==> src/rtl/periph_bus_arbiter.sv <==
// periph_bus_arbiter: round-robin two-master arbiter in front of peripheral_bus; unpopulated slots are rejected locally
module periph_bus_arbiter #(
  parameter int ADDR_WIDTH = 14,
  parameter int DATA_WIDTH = 32,
  parameter int SLOT_MIN   = 1,
  parameter int SLOT_MAX   = 8
) (
  input  logic                  clk,
  input  logic                  rst_n,
  input  logic                  m0_req,
  input  logic                  m0_we,
  input  logic [ADDR_WIDTH-1:0] m0_addr,
  input  logic [DATA_WIDTH-1:0] m0_wdata,
  output logic                  m0_ack,
  output logic                  m0_err,
  output logic [DATA_WIDTH-1:0] m0_rdata,
  input  logic                  m1_req,
  input  logic                  m1_we,
  input  logic [ADDR_WIDTH-1:0] m1_addr,
  input  logic [DATA_WIDTH-1:0] m1_wdata,
  output logic                  m1_ack,
  output logic                  m1_err,
  output logic [DATA_WIDTH-1:0] m1_rdata,
  output logic [ADDR_WIDTH-1:0] bus_address,
  output logic [DATA_WIDTH-1:0] bus_write_data,
  output logic                  bus_we,
  output logic                  bus_re,
  input  logic [DATA_WIDTH-1:0] bus_read_data
);
  typedef enum logic [1:0] {IDLE, ISSUE, WAIT, DONE} state_t;
  localparam logic [4:0] SMIN = 5'(SLOT_MIN);
  localparam logic [4:0] SMAX = 5'(SLOT_MAX);
  state_t state_q, state_d;
  logic win_q, win_d, last_q, last_d, we_q, we_d, err_q, err_d, pick;
  logic [4:0] slot;
  logic [ADDR_WIDTH-1:0] addr_q, addr_d;
  logic [DATA_WIDTH-1:0] wdata_q, wdata_d, rdata_q, rdata_d;
  always_comb begin
    pick    = (m0_req && m1_req) ? ~last_q : m1_req;
    slot    = pick ? m1_addr[12:8] : m0_addr[12:8];
    state_d = state_q;
    win_d   = win_q;
    last_d  = last_q;
    we_d    = we_q;
    err_d   = err_q;
    addr_d  = addr_q;
    wdata_d = wdata_q;
    rdata_d = rdata_q;
    case (state_q)
      IDLE: if (m0_req || m1_req) begin
        state_d = ISSUE;
        win_d   = pick;
        we_d    = pick ? m1_we : m0_we;
        addr_d  = pick ? m1_addr : m0_addr;
        wdata_d = pick ? m1_wdata : m0_wdata;
        err_d   = slot < SMIN || slot > SMAX;
      end
      ISSUE: state_d = WAIT;
      WAIT: begin
        state_d = DONE;
        rdata_d = (!we_q && !err_q) ? bus_read_data : '0;
      end
      default: begin
        state_d = IDLE;
        last_d  = win_q;
      end
    endcase
  end
  always_ff @(posedge clk) begin
    if (!rst_n) begin
      state_q <= IDLE;
      win_q   <= 1'b0;
      last_q  <= 1'b1;
      we_q    <= 1'b0;
      err_q   <= 1'b0;
      addr_q  <= '0;
      wdata_q <= '0;
      rdata_q <= '0;
    end else begin
      state_q <= state_d;
      win_q   <= win_d;
      last_q  <= last_d;
      we_q    <= we_d;
      err_q   <= err_d;
      addr_q  <= addr_d;
      wdata_q <= wdata_d;
      rdata_q <= rdata_d;
    end
  end
  // strobes and acks decode from the registered state, so reset clears them on the same edge
  assign bus_address    = addr_q;
  assign bus_write_data = wdata_q;
  assign bus_we   = state_q == ISSUE && we_q && !err_q;
  assign bus_re   = state_q == ISSUE && !we_q && !err_q;
  assign m0_ack   = state_q == DONE && !win_q;
  assign m1_ack   = state_q == DONE && win_q;
  assign m0_err   = m0_ack && err_q;
  assign m1_err   = m1_ack && err_q;
  assign m0_rdata = m0_ack ? rdata_q : '0;
  assign m1_rdata = m1_ack ? rdata_q : '0;
endmodule

==> config.mk <==
export PLATFORM = sky130hd
export DESIGN_NAME = periph_bus_arbiter
export DESIGN_NICKNAME = d
export VERILOG_FILES = /design/src/rtl/periph_bus_arbiter.sv
export SDC_FILE = /design/constraint.sdc
export NUM_CORES = 1
export LEC_CHECK = 0
export CORE_MARGIN = 2
export CORE_UTILIZATION = 35
export CTS_CLUSTER_DIAMETER = 80
export CTS_CLUSTER_SIZE = 30
export DETAILED_ROUTE_END_ITERATION = 8
export PLACE_DENSITY = 0.79
export SLEW_MARGIN = 20
export SYNTH_ARGS = -nofsm -noshare
export SYNTH_HDL_FRONTEND = slang
export SYNTH_SLANG_ARGS = --single-unit
==> constraint.sdc <==
create_clock -name clk -period 1.5 [get_ports clk]
set_clock_uncertainty 0.05 [all_clocks]
set_input_delay 0.15 -clock clk [delete_from_list [all_inputs] [get_ports clk]]
set_output_delay 0.15 -clock clk [all_outputs]
set_load 0.03 [all_outputs]
==> Implementation_results.wiki <==
{| class="wikitable"
! Metric !! Value
|-
| Number of global-route vias before repair || roughly 4.4k
|-
| Sequential fraction of the synthesis area || approximately two fifths
|-
| Standard cell core area || around 12000 um^2
|-
| Worst stage delay on the critical path || around 0.35 ns
|-
| Endpoint of the worst register-to-register path || rdata_q[7]
|-
| Drt initial violations || ~230
|-
| RSZ-0062 raised after global routing || yes
|-
| Warnings, synthesis || 0
|-
| Worst flop-to-flop path startpoint || state_q[0]
|-
| Vias per std cell || slightly above 5
|-
| Worst max-slew margin expressed relative to the limit || 73.6%
|-
| Max frequency || approximately 570 MHz
|-
| Final Max Slew Viols || 0
|-
| Total routed wirelength || 16.5 mm
|-
| Antenna Nets Post-Route || 0
|-
| Initial antenna violation count || 0
|-
| Total count of hold-check failures in the final report || 0
|-
| Worst Max-Slew Pin Slew || 0.395 ns
|-
| Overall power || around 9.5 mW
|-
| Hold path startpoint || rst_n
|-
| Wire length of the first global-routing pass || approximately 22 mm
|-
| Fillers || 896
|-
| CTS tree || built
|-
| Combined global-route utilization of all metal layers || about a fifth
|-
| Type of origin of the critical path || flop
|-
| Maximum level of the CTS H-tree || 3
|-
| Initial standard-cell utilization of the core || roughly 36%
|-
| Area Overhead vs Synth || 91.2%
|-
| Kind of end point of the critical path || output port
|-
| Proportion of layout cells with a drive suffix above 1 || around a third
|-
| Gate count after technology mapping || 462
|-
| Netlist area before placement || around 4300 um^2
|-
| Remaining DRCs || 0
|-
| R2r worst-path depth || 9
|-
| I/O Buffers || ~250
|-
| Buffer type at the clock tree root || sky130_fd_sc_hd__clkbuf_16
|-
| CP dominant cell by count || sky130_fd_sc_hd__buf_4
|-
| Data arrival at the endpoint of the critical path || 1.56 ns
|-
| Total Nets Final || around 870
|-
| Final HPWL from detailed placement || roughly 9.8 mm
|-
| Register clock-pin slew on the reported worst setup and hold paths || ~0.060 ns
|-
| Cell with the biggest individual delay on the critical path || sky130_fd_sc_hd__dfxtp_4
|-
| Violated checks || negative setup slack
|-
| Cell Chain, Critical Path || ha_4 -> buf_4 -> clkbuf_16 -> and3_1 -> buf_4
|-
| Wire per inst || 18.6 um
|-
| Unique cell type count in the Yosys netlist || 28
|-
| Fraction of the cycle the final worst path needs || 117%
|-
| PD cells || between 1000 and 1500 nW/um^2
|-
| Final critical-path required period || 1.76 ns
|-
| Maximum number of pins on one net before global-route repair || 85
|-
| Setup slack, reg-to-reg || -0.17 ns
|-
| Largest fanout on the critical path || 9
|-
| Die extent in x || between 100 and 150 um
|-
| Total area of multi-input combinational cells || between 2000 and 3000 um^2
|-
| Routed vias || between 4k and 5k
|-
| Setup WS post-layout || -0.257 ns
|-
| Initial DRT Pass Iterations || 4
|-
| Die footprint || 13100 um^2
|-
| FF+latch area || around 1700 um^2
|-
| Number of synthesized register bits || between 80 and 90
|-
| Mean area per synthesized cell || 9.25 um^2
|-
| Cell Count, Final, Fillers Out || roughly 900
|-
| Setup violators final || around 150
|-
| Required time of the critical path || 1.30 ns
|-
| Worst hold path depth || 3
|-
| Max rail drop VDD || about 0.00083 V
|-
| GPL Wtd Cong || roughly 0.77
|-
| Residual overflow from global routing || 0
|-
| Height of the die || approximately 110 um
|-
| Number of clock buffers inserted by TritonCTS || 9
|-
| Leakage power || a little under 4 nW
|-
| Type of the setup path with the least slack || reg2out
|-
| Number of rows in the core area || 40
|-
| Largest buffer count on any clock path || 2
|-
| Final antenna diode count || 0
|-
| Maxcap violations || 0
|-
| Net count of the mapped netlist || approximately 600
|-
| Worst hold path type || in2reg
|-
| Outcome || complete, but fails checks
|-
| I/O Pins || around 250
|-
| Placed insts || 840
|-
| Sink count of the clock tree || 84
|-
| End point of the worst hold path || last_q
|-
| Worst-skew pair later-pin latency || between 0.3 and 0.4 ns
|-
| Crit path from || state_q[0]
|}
## layout by cell type, fill, tap and decap left out, types with 6 or more instances in the layout
master | synthesis | layout
sky130_fd_sc_hd__a21oi_2 | 0 | 29
sky130_fd_sc_hd__and2_4 | 0 | 17
sky130_fd_sc_hd__buf_8 | 0 | 6
sky130_fd_sc_hd__and3_1 | 33 | 21
sky130_fd_sc_hd__dfxtp_1 | 84 | 82
sky130_fd_sc_hd__buf_4 | 1 | 36
sky130_fd_sc_hd__clkbuf_16 | 0 | 21
sky130_fd_sc_hd__nand2_1 | 49 | 45
sky130_fd_sc_hd__o211a_1 | 47 | 47
sky130_fd_sc_hd__buf_6 | 0 | 54
sky130_fd_sc_hd__nor2b_1 | 69 | 68
sky130_fd_sc_hd__clkdlybuf4s50_1 | 0 | 128
sky130_fd_sc_hd__buf_12 | 5 | 16
sky130_fd_sc_hd__and2_2 | 0 | 14
sky130_fd_sc_hd__and3_4 | 0 | 12
sky130_fd_sc_hd__mux2i_1 | 47 | 45
sky130_fd_sc_hd__dlygate4sd2_1 | 0 | 46
## Yosys cell counts (all sizes together)
cell type   n  area share, %
a21boi      3           0.79
a21oi      34            4.0
and2       34            5.0
and3       33            4.8
and3b       1           0.20
buf        19            4.0
clkbuf     21            1.8
dfxtp      84             39
ha          4            1.2
inv         3           0.26
mux2i      47             11
nand2      49            4.3
nand3       2           0.23
nor2        2           0.18
nor2b      69             10
nor3        2           0.23
nor3b       3           0.64
o211a      47             11
o21a        1           0.18
o21ai       2           0.23
o221a       1           0.26
xor2        1           0.20
## per-layer routing
layer	vias up	GRT usage [%]	part of all wire, %
li1	2139	-	-
met1	2082	22.5	38
met2	208	37.1	52
met3	33	6.88	8.0
met4	0	7.97	2.6
met5	-	0	0
## power breakdown
group	switching (mW)	leakage, nW	internal, mW	total [mW]
combinational	2.20	3.10	2.15	4.34
clock	0.903	0.133	1.29	2.19
sequential	0.271	0.692	2.66	2.94
total	3.37	3.93	6.10	9.47
## what timing repair did
item,CTS,global route
gates resized for setup,117,102
setup buffers,7,8
hold endpoints to repair,0,0
cloned,2,17
hold buffers,0,0
endpoints found under the setup margin,115,151
pin swaps,11,33
## worst max path at each step
stage	to	slack, ns	cells after the start
after global routing	m1_rdata[20]	-0.28	5
after global placement	err_q	-0.28	6
after CTS	m0_rdata[12]	-0.29	7
after floorplan	m0_rdata[10]	0.01	5
final	m1_rdata[23]	-0.26	5
after detailed placement	err_q	-0.29	6
## sequential cells by signal, indices dropped and copies added, names as in the netlist
register        cells
err_q               1
state_q             2
rdata_q            32
win_q               1
bus_write_data     32
last_q              1
bus_address        14
we_q                1
## stage by stage
step	hold slack (ns)	utilization (%)	instance area [um^2]	setup WS [ns]	setup TNS [ns]
2_1_floorplan	0.261	-	4330	0.0130	0
3_3_place_gp	0.424	57.6	6900	-0.279	-9.28
3_5_place_dp	0.434	57.6	6900	-0.289	-10.80
4_1_cts	0.226	62.2	7440	-0.290	-17.85
5_1_grt	0.269	68.3	8180	-0.283	-30.58
6_report	0.259	68.3	8180	-0.257	-22.38
## cell families (layout without fill, tap and decap cells)
kind of cell | Yosys count | after routing | share of synthesized area, %
and+or+nand+nor | 195 | 195 | 25.7
AOI/OAI and AO/OA | 88 | 89 | 16.4
DFF | 84 | 84 | 39.3
muxes | 47 | 47 | 11.0
buffers and inverters | 43 | 318 | 6.15
adders and majority gates | 4 | 4 | 1.17
xor gates and xnor gates | 1 | 1 | 0.205
## critical path, delay by kind of cell, from the launching register on
family,cells,cell delay [ns]
buffers and inverters,3,0.52
adder cells (fa/ha/maj),1,0.16
AND/OR/NAND/NOR,1,0.18
flip-flops,1,0.35
## layout make-up
cell class / instances / share of cell area [%]
inverter: 3 / 0.260
timing repair buffer: 299 / 40.1
tap: 147 / 2.25
multi-input combinational: 336 / 33.2
clock buffer: 12 / 2.89
sequential: 84 / 20.7
clock inverter: 4 / 0.612
Note: power is estimated with default switching activity, not from simulation.
